## src/rtl/next_pc_ctrl.sv

```systemverilog
// Next-PC control FSM for a multicycle fetch/execute core: sequences instruction
// fetch, waits on data memory for loads/stores, and emits a one-cycle PC advance.
module next_pc_ctrl (
    input  logic        CLK,
    input  logic        RST,
    input  logic        ihit,
    input  logic [31:0] instr,
    input  logic        dhit,
    input  logic [31:0] rdat1,
    input  logic        branch_eq,
    output logic        iREN,
    output logic [1:0]  PCSrc,
    output logic [15:0] imm16,
    output logic [25:0] j_addr26,
    output logic [31:0] jr,
    output logic        pc_next,
    output logic        halt,
    output logic [31:0] instr_cnt
);

    typedef enum logic [2:0] {IDLE, FETCH, MEMWAIT, UPDATE, HALT} state_t;
    typedef enum logic [1:0] {PC4 = 2'd0, BR = 2'd1, JMP = 2'd2, JR = 2'd3} pcsrc_t;

    localparam logic [5:0] OP_RTYPE = 6'h00;
    localparam logic [5:0] OP_J     = 6'h02;
    localparam logic [5:0] OP_JAL   = 6'h03;
    localparam logic [5:0] OP_BEQ   = 6'h04;
    localparam logic [5:0] OP_BNE   = 6'h05;
    localparam logic [5:0] OP_LW    = 6'h23;
    localparam logic [5:0] OP_SW    = 6'h2B;
    localparam logic [5:0] OP_HALT  = 6'h3F;
    localparam logic [5:0] FN_JR    = 6'h08;

    state_t      state, next_state;
    pcsrc_t      pcsrc_dec, pcsrc_q;
    logic [5:0]  opcode;
    logic [5:0]  funct;
    logic        capture;

    assign opcode  = instr[31:26];
    assign funct   = instr[5:0];
    assign capture = (state == FETCH) && ihit;
    assign iREN    = (state == FETCH);
    assign PCSrc   = pcsrc_q;

    // NOTE: every signal written here gets a default first, so no path leaves it unassigned and no latch is inferred.
    always_comb begin
        next_state = state;
        pcsrc_dec  = PC4;

        unique case (opcode)
            OP_J, OP_JAL: pcsrc_dec = JMP;
            OP_BEQ:       if (branch_eq)      pcsrc_dec = BR;
            OP_BNE:       if (!branch_eq)     pcsrc_dec = BR;
            OP_RTYPE:     if (funct == FN_JR) pcsrc_dec = JR;
            default:      pcsrc_dec = PC4;
        endcase

        case (state)
            IDLE:    next_state = FETCH;
            FETCH: begin
                if (ihit) begin
                    if (opcode == OP_HALT)                        next_state = HALT;
                    else if (opcode == OP_LW || opcode == OP_SW)  next_state = MEMWAIT;
                    else                                          next_state = UPDATE;
                end
            end
            MEMWAIT: if (dhit) next_state = UPDATE;
            UPDATE:  next_state = FETCH;
            HALT:    next_state = HALT;
            default: next_state = IDLE;
        endcase
    end

    // Registered outputs are computed from next_state so they line up with the state they describe.
    // NOTE: sequential state uses non-blocking assignments so all registers update together at the edge.
    always_ff @(posedge CLK or posedge RST) begin
        if (RST) begin
            state     <= IDLE;
            pcsrc_q   <= PC4;
            imm16     <= '0;
            j_addr26  <= '0;
            jr        <= '0;
            pc_next   <= 1'b0;
            halt      <= 1'b0;
            instr_cnt <= '0;
        end else begin
            state   <= next_state;
            pc_next <= (next_state == UPDATE);
            if (next_state == UPDATE) instr_cnt <= instr_cnt + 32'd1;
            if (next_state == HALT)   halt      <= 1'b1;
            if (capture) begin
                pcsrc_q  <= pcsrc_dec;
                imm16    <= instr[15:0];
                j_addr26 <= instr[25:0];
                jr       <= rdat1;
            end
        end
    end

endmodule

```

## config.mk

```make
export PLATFORM = sky130hd
export DESIGN_NAME = next_pc_ctrl
export DESIGN_NICKNAME = d
export VERILOG_FILES = /design/src/rtl/next_pc_ctrl.sv
export SDC_FILE = /design/constraint.sdc
export NUM_CORES = 1
export LEC_CHECK = 0
export BUFFER_PORTS_ARGS = -buffer_cell sky130_fd_sc_hd__buf_2
export CAP_MARGIN = 20
export CORE_MARGIN = 2
export CORE_UTILIZATION = 51
export DETAILED_ROUTE_END_ITERATION = 8
export PLACE_DENSITY = 0.95
export SLEW_MARGIN = 20
export SYNTH_ARGS = -nofsm -noshare
export SYNTH_HDL_FRONTEND = slang
export SYNTH_SLANG_ARGS = --single-unit
```

## constraint.sdc

```tcl
create_clock -name CLK -period 4.7 [get_ports CLK]
set_input_delay 0.94 -clock CLK [delete_from_list [all_inputs] [get_ports CLK]]
set_output_delay 0.94 -clock CLK [all_outputs]
set_load 0.05 [all_outputs]
```

; After elaboration in Yosys (flattened, before gate mapping)
; Index checks and enable logic that the tools add are counted.
[totals]
register_bits = 113
memories = 0
wordCells = 38
ramBits = 0
in_bits = 69
latchBits = 0
mem_bits_ro = 0
output_inout_bits = 111
[op_classes]
addsub = 1
n_lt_le_gt_ge = 0
div_mod_pow = 0
bitwise = 0
n_shift = 0
multipliers = 0
eq_ne = 14
reduce_logical = 6
muxes = 9
[ops]
columns = op, n
row1 = "32-bit by 1-bit adder with 32-bit output, second input constant", 1
row2 = "6-bit == test, second input constant", 3
row3 = "6-bit by 2-bit == test with 1-bit output, second input constant", 2
row4 = "6-bit by 3-bit == test with 1-bit output, second input constant", 2
row5 = 3-bit case mux with 4 select lines, 1
row6 = "3-bit by 2-bit == test with 1-bit output, second input constant", 3
row7 = 3-bit two-way mux, 3
row8 = 2-bit case mux with 4 select lines, 1
row9 = "3-bit == test, second input constant", 2
row10 = "6-bit by 4-bit == test with 1-bit output, second input constant", 1
row11 = 6-bit zero test, 1
row12 = 2-bit OR reduction, 2
row13 = "3-bit by 1-bit == test with 1-bit output, second input constant", 1
row14 = 3-bit zero test, 1
row15 = 1-bit two-way mux, 3
row16 = 2-bit two-way mux, 1
row17 = 1-bit logical AND, 1
row18 = 1-bit logical OR, 1

; Depth between registers and ports, before layout
; Gate-level depths: netlist of the first run.
[logic_depth]
ltp_word = 7
ltp_mapped = 7
mapped_depth_nobuf = 6

; Worst setup path after synthesis of the first run
; OpenSTA, ideal clock, no wires.
[synth_path]
path_kind = reg-to-output
start = register state[2]
end = output port iREN
path_stages_with_launch = 2
arrival_ps = 1586
slack_ps = 2174
cell_sequence = dfrtp_1 nor3b_1
[synth_between]
elab_chain_len = 1
[synth_lines]
columns = element, line
row1 = from (decl), 34  ; state_t state, next_state;
row2 = from (signal assigned), 88  ; state <= next_state;
row3 = 3-bit by 1-bit == test with 1-bit output, 43  ; assign iREN = (state == FETCH);
row4 = to (decl), 11  ; output logic iREN,
; No other way between the ends.

; Worst setup path after layout of the first run
[layout_path]
start = input port instr[26]
end = register instr_cnt[9]
[layout_between]
elab_chain_len = 7
word_cells_on_any_way = 9
classes_between = eq/ne: 4 / mux: 4 / reduce/logical: 1
[layout_lines]
columns = element, line
row1 = from (decl), 7  ; input logic [31:0] instr,
row2 = 6-bit == test, 64  ; else if (opcode == OP_LW || opcode == OP_SW) next_state = MEMWAIT;
row3 = 1-bit logical OR, 64
row4 = 1-bit two-way mux, 64
row5 = 3-bit two-way mux (*), 63  ; if (opcode == OP_HALT) next_state = HALT;
row6 = 3-bit two-way mux (*), 62  ; if (ihit) begin
row7 = 3-bit case mux with 4 select lines (*), 59  ; case (state)
row8 = 3-bit by 2-bit == test with 1-bit output (*), 90  ; if (next_state == UPDATE) instr_cnt <= instr_cnt + 32'd1;
row9 = to (signal assigned), 90
row10 = to (decl), 18  ; output logic [31:0] instr_cnt
; Mark *: on every way between the ends. The rest lies on a longest branch, timed or not.
; A chain may end at the register's enable or synchronous reset.

==> flow_summary.yaml, run 1 <==
cts:
  clk_pin_slew_ps: 90
  cts_tree: "yes"
  cts-resized-gates: 0
  clockBufferDepth: 2
  cts-root-buf: "clkbuf_8"
  clk_latency_ps: 350
  cts_hold_buf: 0
  post-cts-setup-buffers: 0
  cts.htree.levels: 3
  clkSinkCount: 97
  cts_made_buffers: 9
logic_synthesis:
  synthMuxAreaShare: 0
  synth_commonest_cells: "188 x nand2_1, 97 x dfrtp_1, 17 x xor2_1, 16 x buf_4"
  synth-seq-area-share: 0.5821
  yosysUniqueCellTypes: 37
  synth-seq-cells: 97
  synth_xor_area_frac: 0.06721
  synth_top_area_frac: 0.5821
  synthCells: 438
  async_flop_share: 1.000
  synth_area_leader_cell: "dfrtp_1"
  synthesis.area_mm2: 0.004170
  synth_top_family_by_area: "simple AND/OR/NAND/NOR gates"
  synth_edf_count: 0
  synth-main-ff-cell: "dfrtp_1"
  synthAdderAreaFrac: 0.003000
  synth_warnings: 0
  synth_compound_area_frac: 0.01740
  syn_area_per_cell_um2: 9.521
  syn_nets: 508
  synth_simple_gate_area_frac: 0.2793
  ys_top_cells_by_area: "dfrtp_1 58%, nand2_1 17%, xor2_1 3.6%"
  post-synth-top-count-cell: "nand2_1"
place:
  routabilityCongestion: 0.8643
  dp_cells: 689
  dp_worst_setup_slack_ps: 1708
  portBuffers: 179
  dpl.hpwl_mm: 7.430
pwr:
  power.density_mw_per_mm2: 463.5
  ir_drop_mv: 0.3617
  p_leak_nw: 2.992
final_layout:
  final_util: 0.6731
  fillers: 624
  nNetsFinal: 668
  area_growth_pct: 26.01
  layout-drive-gt1-share: 0.3433
  antenna_cells: 0
  instances_no_fill: 705
drt:
  vias_per_cell: 5.160
  finalWirelength_mm: 10.14
  wire_per_inst_um: 14.38
  drt_iter0_markers: 237
  drc_errors: 0
  antenna_left: 0
  num_vias: 3638
  dr.pass1.iters: 5
global_route:
  top_usage_layer: "met2"
  grt_pass1_wl_mm: 16.01
  grt_pass1_vias: 3440
  grt.total_usage: 0.2267
  grt_max_degree: 62
  grt_util_met2: 0.3923
  gr-total-overflow: 0
  use_met3: 0.04389
  antenna_found_initial: 0
  met1_usage: 0.2902
timing:
  hold_slack_ps: 469.5
  finalSetupTns_ps: 0
  setup_viol: 0
  fmaxAchievable_mhz: 374.2
  setup_slack_ps: 2027
  period_share: 0.5686
  worstMarginPinSlew_ps: 809.6
  rsz0062_at_grt: "false"
  finalHoldViolCount: 0
  max_slew_margin: 0.4603
  finalMaxSlewViolations: 0
  skew_ps: 13.77
  fin_crit_ps: 2673
setup_path:
  crit_path_max_fanout: 22
  critPathArrivalTime_ps: 2930
  ff2ff_setup_slack_ps: 2170
  worstReg2RegEnd: "instr_cnt[9]$_DFFE_PP0N_"
  cp.required_ps: 4960
  worst_path_largest_cell_delay_ps: 690
  path_cells: "buf_2, nand3_1, o21ai_1, a211o_1, inv_1, nand4_1, xnor2_1"
  rr_worst_depth: 6
  rr_startpoint: "state[1]$_DFF_PP0_"
  start_kind: "primary input"
  cp-end-kind: "flop"
  crit_type: "in -> reg"
  slowest_stage: "a211o_1"
floorplan:
  io_pins: 180
  core_mm2: 0.007807
  die_x_um: 94.43
  dieArea_mm2: 0.008916
  row_count: 32
  die_h_um: 94.43
  start_util: 0.5341
outcome:
  status: "complete, no violations"
worst_hold_path:
  min_to: "halt$_DFFE_PP0N_"
  min_from: "halt$_DFFE_PP0N_"
  whs_path_depth: 1
  hold_path.class: "reg -> reg"
flow_run:
  maxCapViolCount: 0
## worst max-delay path by stage
| stage | start | endpoint | cells past startpoint |
|---|---|---|---|
| floorplan | RST | PCSrc[0]$_DFFE_PP0P_ | 1 |
| global placement | ihit | instr_cnt[4]$_DFFE_PP0N_ | 7 |
| detailed placement | instr[26] | instr_cnt[4]$_DFFE_PP0N_ | 7 |
| CTS | instr[26] | instr_cnt[9]$_DFFE_PP0N_ | 7 |
| global route | instr[26] | instr_cnt[9]$_DFFE_PP0N_ | 7 |
| finish | instr[26] | instr_cnt[9]$_DFFE_PP0N_ | 7 |
## critical path: cells and delay by family
kind / cells / cell delay (ps)
buf+inv: 2 / 520
simple gates: 2 / 390
compound gates: 2 / 930
xor+xnor: 1 / 140
## flip-flops by register name, summed over array words and instances, names as in the netlist
signal and count:
instr_cnt 32, jr 32, imm16 15, j_addr26 11
state 3, PCSrc 2, halt 1, pc_next 1
## routing by layer
metal / routed length, um / vias up
met5: 0 / -
met4: 158 / 0
met3: 837 / 17
met2: 4990 / 178
met1: 4149 / 1719
li1: - / 1724
## power by group
part | total (mW) | switching (mW) | internal, mW
logic | 0.825 | 0.655 | 0.170
registers | 1.02 | 0.0800 | 0.940
clock network | 0.591 | 0.287 | 0.303
## layout by cell type, fill, tap and decap left out, types with 2 or more instances in the layout
cell type / instances
nand2_1: 187
buf_2: 179
dfrtp_1: 97
xor2_1: 17
nand3_1: 15
xnor2_1: 15
nor4_1: 11
nand4_1: 9
clkbuf_8: 9
nor3_1: 8
nor2_1: 6
inv_1: 5
and4_1: 4
nand3b_1: 3
or2_2: 3
a21oi_1: 3
nor4b_1: 2
nor3b_1: 2
bufinv_16: 2
clkinv_4: 2
buf_4: 2
## cell type report
class	instances	area (um^2)	share of cell area
sequential	97	2427	0.4619
multi-input combinational	303	1545	0.2940
timing repair buffer	181	910.9	0.1733
clock buffer	10	127.6	0.02429
tap	102	127.6	0.02429
clock inverter	6	91.34	0.01738
inverter	6	25.02	0.004762
## cell families (layout without fill, tap and decap cells)
| group | count (synthesis) | in the layout |
|---|---|---|
| AND/OR/NAND/NOR | 259 | 259 |
| flip-flops | 97 | 97 |
| adder cells (fa/ha/maj) | 1 | 1 |
| AO/OA/AOI/OAI | 11 | 11 |
| buffers and inverters | 38 | 203 |
| XOR/XNOR | 32 | 32 |
## metrics by stage
step | total power [mW] | area [um^2]
after floorplan | 1.676 | 4170
after global placement | 1.840 | 5031
after detailed placement | 1.864 | 5031
after CTS | 2.445 | 5250
after global routing | 2.548 | 5255
final | 2.436 | 5255
Note: power is estimated with default switching activity, not from simulation.
==> run 2: changes to the inputs <==
--- a/config.mk
+++ b/config.mk
@@ -8,9 +8,9 @@
 export BUFFER_PORTS_ARGS = -buffer_cell sky130_fd_sc_hd__buf_2
 export CAP_MARGIN = 20
 export CORE_MARGIN = 2
-export CORE_UTILIZATION = 51
+export CORE_UTILIZATION = 48
 export DETAILED_ROUTE_END_ITERATION = 8
-export PLACE_DENSITY = 0.95
+export PLACE_DENSITY = 0.91
 export SLEW_MARGIN = 20
 export SYNTH_ARGS = -nofsm -noshare
 export SYNTH_HDL_FRONTEND = slang
==> constraint.sdc (replaced) <==
create_clock -name CLK -period 2.6 [get_ports CLK]
set_input_delay 0.52 -clock CLK [delete_from_list [all_inputs] [get_ports CLK]]
set_output_delay 0.52 -clock CLK [all_outputs]
set_load 0.05 [all_outputs]
==> run 2 against run 1 <==
Effect of this change: routed wire length is 0.21% lower; clock power is 68% higher; clock skew is 5.1 ps higher; critical path type is now reg -> reg; global-route usage is 1.2 points lower; die area is 6.0% higher; clock-buffer cell count is 1 higher; first-iteration DRC count is 48% lower; critical endpoint is now instr_cnt[14]$_DFFE_PP0N_; combinational power is 79% higher; total power is 77% higher; cell count is 1.4% higher; hold slack worse by 150 ps.
==> flow_summary.yaml, run 2 (same netlist as run 1, synthesis figures left out) <==
place:
  routabilityCongestion: 0.8718
  portBuffers: 179
  dpl.hpwl_mm: 7.334
  dp_cells: 699
pwr:
  p_int_mw: 2.487
  p_leak_nw: 2.992
  pwr-share-seq: 0.426
  power_switching_mw: 1.828
  pwr-share-clk: 0.230
  power.density_mw_per_mm2: 818.3
  ir_drop_mv: 0.7092
  power.share.switching: 0.4237
  combPwrFrac: 0.344
drt:
  dr.pass1.iters: 4
  antenna_left: 0
  drt_iter0_markers: 124
  drc_errors: 0
  finalWirelength_mm: 10.11
  wire_per_inst_um: 14.15
  num_vias: 3642
  vias_per_cell: 5.094
outcome:
  status: "complete, no violations"
timing:
  period_share: 0.8223
  setup_viol: 0
  skew_ps: 18.83
  finalMaxSlewViolations: 0
  finalSetupTns_ps: 0
  finalHoldViolCount: 0
  max_slew_margin: 0.5762
  worstMarginPinSlew_ps: 635.8
  fin_crit_ps: 2138
  rsz0062_at_grt: "false"
  fmaxAchievable_mhz: 467.7
final_layout:
  final_common_cell: "nand2_1"
  layout-drive-gt1-share: 0.3476
  antenna_cells: 0
  top_regs: "instr_cnt x32, jr x32, imm16 x15"
  fillers: 720
  instances_no_fill: 715
  nNetsFinal: 672
  area_growth_pct: 26.46
  layout_common_cells: "187 x nand2_1, 179 x buf_2, 97 x dfrtp_1, 17 x xor2_1"
cts:
  cts.htree.levels: 3
  clk_pin_slew_ps: 100
  clockBufferDepth: 2
  clk_latency_ps: 350
  post-cts-setup-buffers: 0
  cts_hold_buf: 0
  cts_tree: "yes"
  clkSinkCount: 97
  cts_made_buffers: 9
  cts-resized-gates: 0
  cts-root-buf: "clkbuf_8"
setup_path:
  critPathArrivalTime_ps: 2410
  start_kind: "flop"
  cp-end-kind: "flop"
  cp.required_ps: 2870
  crit_path_max_fanout: 12
  ff2ff_setup_slack_ps: 460
  crit_type: "reg -> reg"
flow_run:
  maxCapViolCount: 0
floorplan:
  die_x_um: 97.21
  die_h_um: 97.21
  dieArea_mm2: 0.009450
  row_count: 34
  start_util: 0.4877
  io_pins: 180
  core_mm2: 0.008551
global_route:
  grt_max_degree: 59
  grt_pass1_wl_mm: 16.73
  antenna_found_initial: 0
  grt.total_usage: 0.2147
  grt_pass1_vias: 3601
  gr-total-overflow: 0
worst_hold_path:
  hold_path.class: "in -> async"
## run 2: cell count changes in the layout (fill, tap and decap cells not counted), sizes merged
cell / previous run / this run
buf: 181 / 185
clkinvlp: 0 / 3
clkinv: 3 / 1
bufinv: 2 / 1
clkbuf: 10 / 11
inv: 7 / 6
## run 2: routing by layer
metal,track usage,share of wire,up-vias
li1,-,-,1721
met1,0.2775,0.43,1757
met2,0.3611,0.49,142
met3,0.03741,0.063,22
met4,0.08761,0.021,0
met5,0,0,-
## run 2: power groups by stage
| stage | Clock, mW | Combinational (mW) | Sequential, mW |
|---|---|---|---|
| 2_1_floorplan | 0 | 0.497 | 2.53 |
| 3_3_place_gp | 0 | 1.48 | 1.86 |
| 3_5_place_dp | 0 | 1.49 | 1.87 |
| 4_1_cts | 1.02 | 1.50 | 1.84 |
| 5_1_grt | 1.08 | 1.57 | 1.87 |
| 6_report | 0.991 | 1.48 | 1.84 |
## run 2: area by class of cell
type,instances,area [um^2],share of cell area
Inverter,6,26.28,0.004982
Timing Repair Buffer,185,940.9,0.1784
Clock buffer,11,141.4,0.02681
Clock inverter,5,62.56,0.01186
Tap cell,108,135.1,0.02562
Multi-Input combinational cell,303,1540,0.2921
Sequential cell,97,2427,0.4603
## run 2: path summary, 6_finish.rpt
path                                         start                        end  depth (start not counted)
worst min register to register  jr[23]$_DFFE_PP0P_         jr[23]$_DFFE_PP0P_                          2
min in group CLK                         instr[12]      imm16[12]$_DFFE_PP0P_                          3
worst max register to register  state[1]$_DFF_PP0_  instr_cnt[14]$_DFFE_PP0N_                          6
worst max-delay path            state[1]$_DFF_PP0_  instr_cnt[14]$_DFFE_PP0N_                          6
max in group asynchronous                      RST         jr[26]$_DFFE_PP0P_                          3
worst min-delay path                           RST          jr[1]$_DFFE_PP0P_                          3
## run 2: worst max-delay path: stages, from the launching register on
cell and delay (ps):
dfrtp_1 430, and3b_1 290, o21ai_1 110, a211o_1 430
buf_4 250, nor4_1 380, xor2_1 190
## run 2: per-stage QoR
step / hold WS [ps] / setup WS (ps) / util / area (um^2) / total power [mW]
final: 321.5 / 461.9 / 0.6168 / 5274 / 4.315
after global routing: 341.8 / 318.7 / 0.6168 / 5274 / 4.513
after CTS: 329.8 / 466.8 / 0.6168 / 5274 / 4.352
after detailed placement: 457.6 / 324.8 / 0.5929 / 5070 / 3.363
after global placement: 449.0 / 456.7 / 0.5929 / 5070 / 3.333
after floorplan: 479.6 / 474.9 / - / 4174 / 3.030
==> run 3: changes to the inputs <==
==> constraint.sdc (replaced) <==
create_clock -name CLK -period 2.1 [get_ports CLK]
set_input_delay 0.42 -clock CLK [delete_from_list [all_inputs] [get_ports CLK]]
set_output_delay 0.42 -clock CLK [all_outputs]
set_load 0.05 [all_outputs]
==> run 3 against run 2 <==
Effect of this change: core utilization up 0.95 points; total power up 25%; worst setup slack worse by 400 ps; sequential share of layout area down 0.65 points; combinational power up 26%; sequential power up 24%; cell count up 0.56%; critical endpoint unchanged.
==> flow_summary.yaml, run 3 (same netlist as run 1, synthesis figures left out) <==
final_layout:
  final_common_cell: "nand2_1"
  area_growth_pct: 28.41
  nNetsFinal: 676
  layout-drive-gt1-share: 0.3650
  antenna_cells: 0
  layout_common_cells: "187 x nand2_1, 179 x buf_2, 95 x dfrtp_1, 17 x xor2_1"
  top_regs: "instr_cnt x32, jr x32, imm16 x15"
  instances_no_fill: 719
  final_area_mm2: 0.005355
setup_path:
  cp-end-kind: "flop"
  path_cells: "and3b_2, o21ai_1, a211o_4, buf_4, nor4_2, xor2_1"
  crit_type: "reg -> reg"
  endpoint: "instr_cnt[14]$_DFFE_PP0N_"
  cp.required_ps: 2350
  crit_path_max_fanout: 15
  ff2ff_setup_slack_ps: 60
  rr_startpoint: "state[1]$_DFF_PP0_"
  startpoint: "state[1]$_DFF_PP0_"
  slowest_stage: "dfrtp_1"
  worst_path_largest_cell_delay_ps: 430
  worstReg2RegEnd: "instr_cnt[14]$_DFFE_PP0N_"
  rr_worst_depth: 6
  start_kind: "flop"
  critPathArrivalTime_ps: 2290
cts:
  post-cts-setup-buffers: 0
  cts-root-buf: "clkbuf_8"
  cts_tree: "yes"
  clk_latency_ps: 340
  clk_pin_slew_ps: 90
  cts.htree.levels: 3
  cts_made_buffers: 9
  clockBufferDepth: 2
  clkSinkCount: 97
floorplan:
  die_x_um: 97.21
  io_pins: 180
  core_mm2: 0.008551
  start_util: 0.4877
  dieArea_mm2: 0.009450
  die_h_um: 97.21
  row_count: 34
outcome:
  status: "complete, no violations"
drt:
  dr.pass1.iters: 4
  finalWirelength_mm: 10.21
  wire_per_inst_um: 14.20
  antenna_left: 0
  drt_iter0_markers: 164
  num_vias: 3692
  drc_errors: 0
  vias_per_cell: 5.135
place:
  dp_cells: 703
  dpl.hpwl_mm: 7.498
  routabilityCongestion: 0.9172
  placedInstanceArea_mm2: 0.005115
  portBuffers: 179
global_route:
  grt_max_degree: 50
  grt_pass1_wl_mm: 16.65
  gr-total-overflow: 0
  antenna_found_initial: 0
  grt.total_usage: 0.2123
  grt_pass1_vias: 3643
pwr:
  p_total_mw: 5.380
  p_leak_nw: 3.024
  pwr-share-clk: 0.230
  pwr-share-seq: 0.425
  power.share.switching: 0.4196
  ir_drop_mv: 0.7013
  combPwrFrac: 0.345
  power_switching_mw: 2.258
  p_int_mw: 3.123
  power.density_mw_per_mm2: 1005
worst_hold_path:
  hold_path.class: "in -> reg"
timing:
  max_slew_margin: 0.5950
  worstMarginPinSlew_ps: 607.5
  finalMaxSlewViolations: 0
  setup_viol: 0
  finalSetupTns_ps: 0
  skew_ps: 12.39
  fin_crit_ps: 2037
  rsz0062_at_grt: "true"
  fmaxAchievable_mhz: 491.0
  finalHoldViolCount: 0
  period_share: 0.9699
flow_run:
  maxCapViolCount: 0
-- run 3: changes by cell type in the layout (fill, tap and decap cells not counted), moves of 2 or more --
| cell | before | now |
|---|---|---|
| dfrtp_2 | 0 | 2 |
| dfrtp_1 | 97 | 95 |
| nor4_1 | 11 | 8 |
| nor4_2 | 1 | 4 |
| buf_4 | 6 | 9 |
-- run 3: repair_timing --
action | 4_1_cts | 5_1_grt
gates resized for setup | 0 | 7
hold buffers | 0 | 0
endpoints found under the setup margin | 0 | 6
-- run 3: how the worst min path moves through the flow --
stage	start	end	cells after the start
CTS	rdat1[25]	jr[25]$_DFFE_PP0P_	3
global placement	halt$_DFFE_PP0N_	halt$_DFFE_PP0N_	1
global route	instr[18]	j_addr26[18]$_DFFE_PP0P_	3
finish	instr[11]	imm16[11]$_DFFE_PP0P_	3
detailed placement	instr_cnt[31]$_DFFE_PP0N_	instr_cnt[31]$_DFFE_PP0N_	1
floorplan	state[2]$_DFF_PP0_	state[1]$_DFF_PP0_	1
-- run 3: through the flow --
step	util	setup slack [ps]	hold WS [ps]
4_1_cts	0.6223	5.630	241.1
6_report	0.6263	63.29	254.5
5_1_grt	0.6263	-32.45	247.9
3_3_place_gp	0.5982	101.8	447.7
2_1_floorplan	-	33.06	479.6
3_5_place_dp	0.5982	-9.099	452.9
-- run 3: area by class of cell --
class | instances | area (um^2)
Fill cell | 723 | 3196
Sequential cell | 97 | 2430
Multi-Input combinational cell | 303 | 1574
Timing Repair Buffer | 189 | 983.4
Clock buffer | 12 | 155.1
Tap cell | 108 | 135.1
Clock inverter | 4 | 51.30
Inverter | 6 | 26.28
-- run 3: power groups by stage --
stage	sequential (mW)	combinational, mW	clock, mW
6_report	2.28	1.86	1.24
5_1_grt	2.32	1.96	1.35
4_1_cts	2.28	1.87	1.27
3_5_place_dp	2.32	1.86	0
3_3_place_gp	2.30	1.84	0
2_1_floorplan	3.14	0.615	0
-- run 3: critical path: cells and delay by family (launching register included) --
kind | cells | cell delay, ps
flops | 1 | 430
xor+xnor | 1 | 210
simple gates | 2 | 600
compound gates | 2 | 500
buf+inv | 1 | 210
-- run 3: per-layer routing --
| layer | routed length (um) | GRT usage | part of all wire | vias to the layer above |
|---|---|---|---|---|
| li1 | - | - | - | 1732 |
| met1 | 4110 | 0.2670 | 0.40 | 1781 |
| met2 | 5153 | 0.3654 | 0.50 | 161 |
| met3 | 787 | 0.04173 | 0.077 | 18 |
| met4 | 161 | 0.07906 | 0.016 | 0 |
| met5 | 0 | 0 | 0 | - |
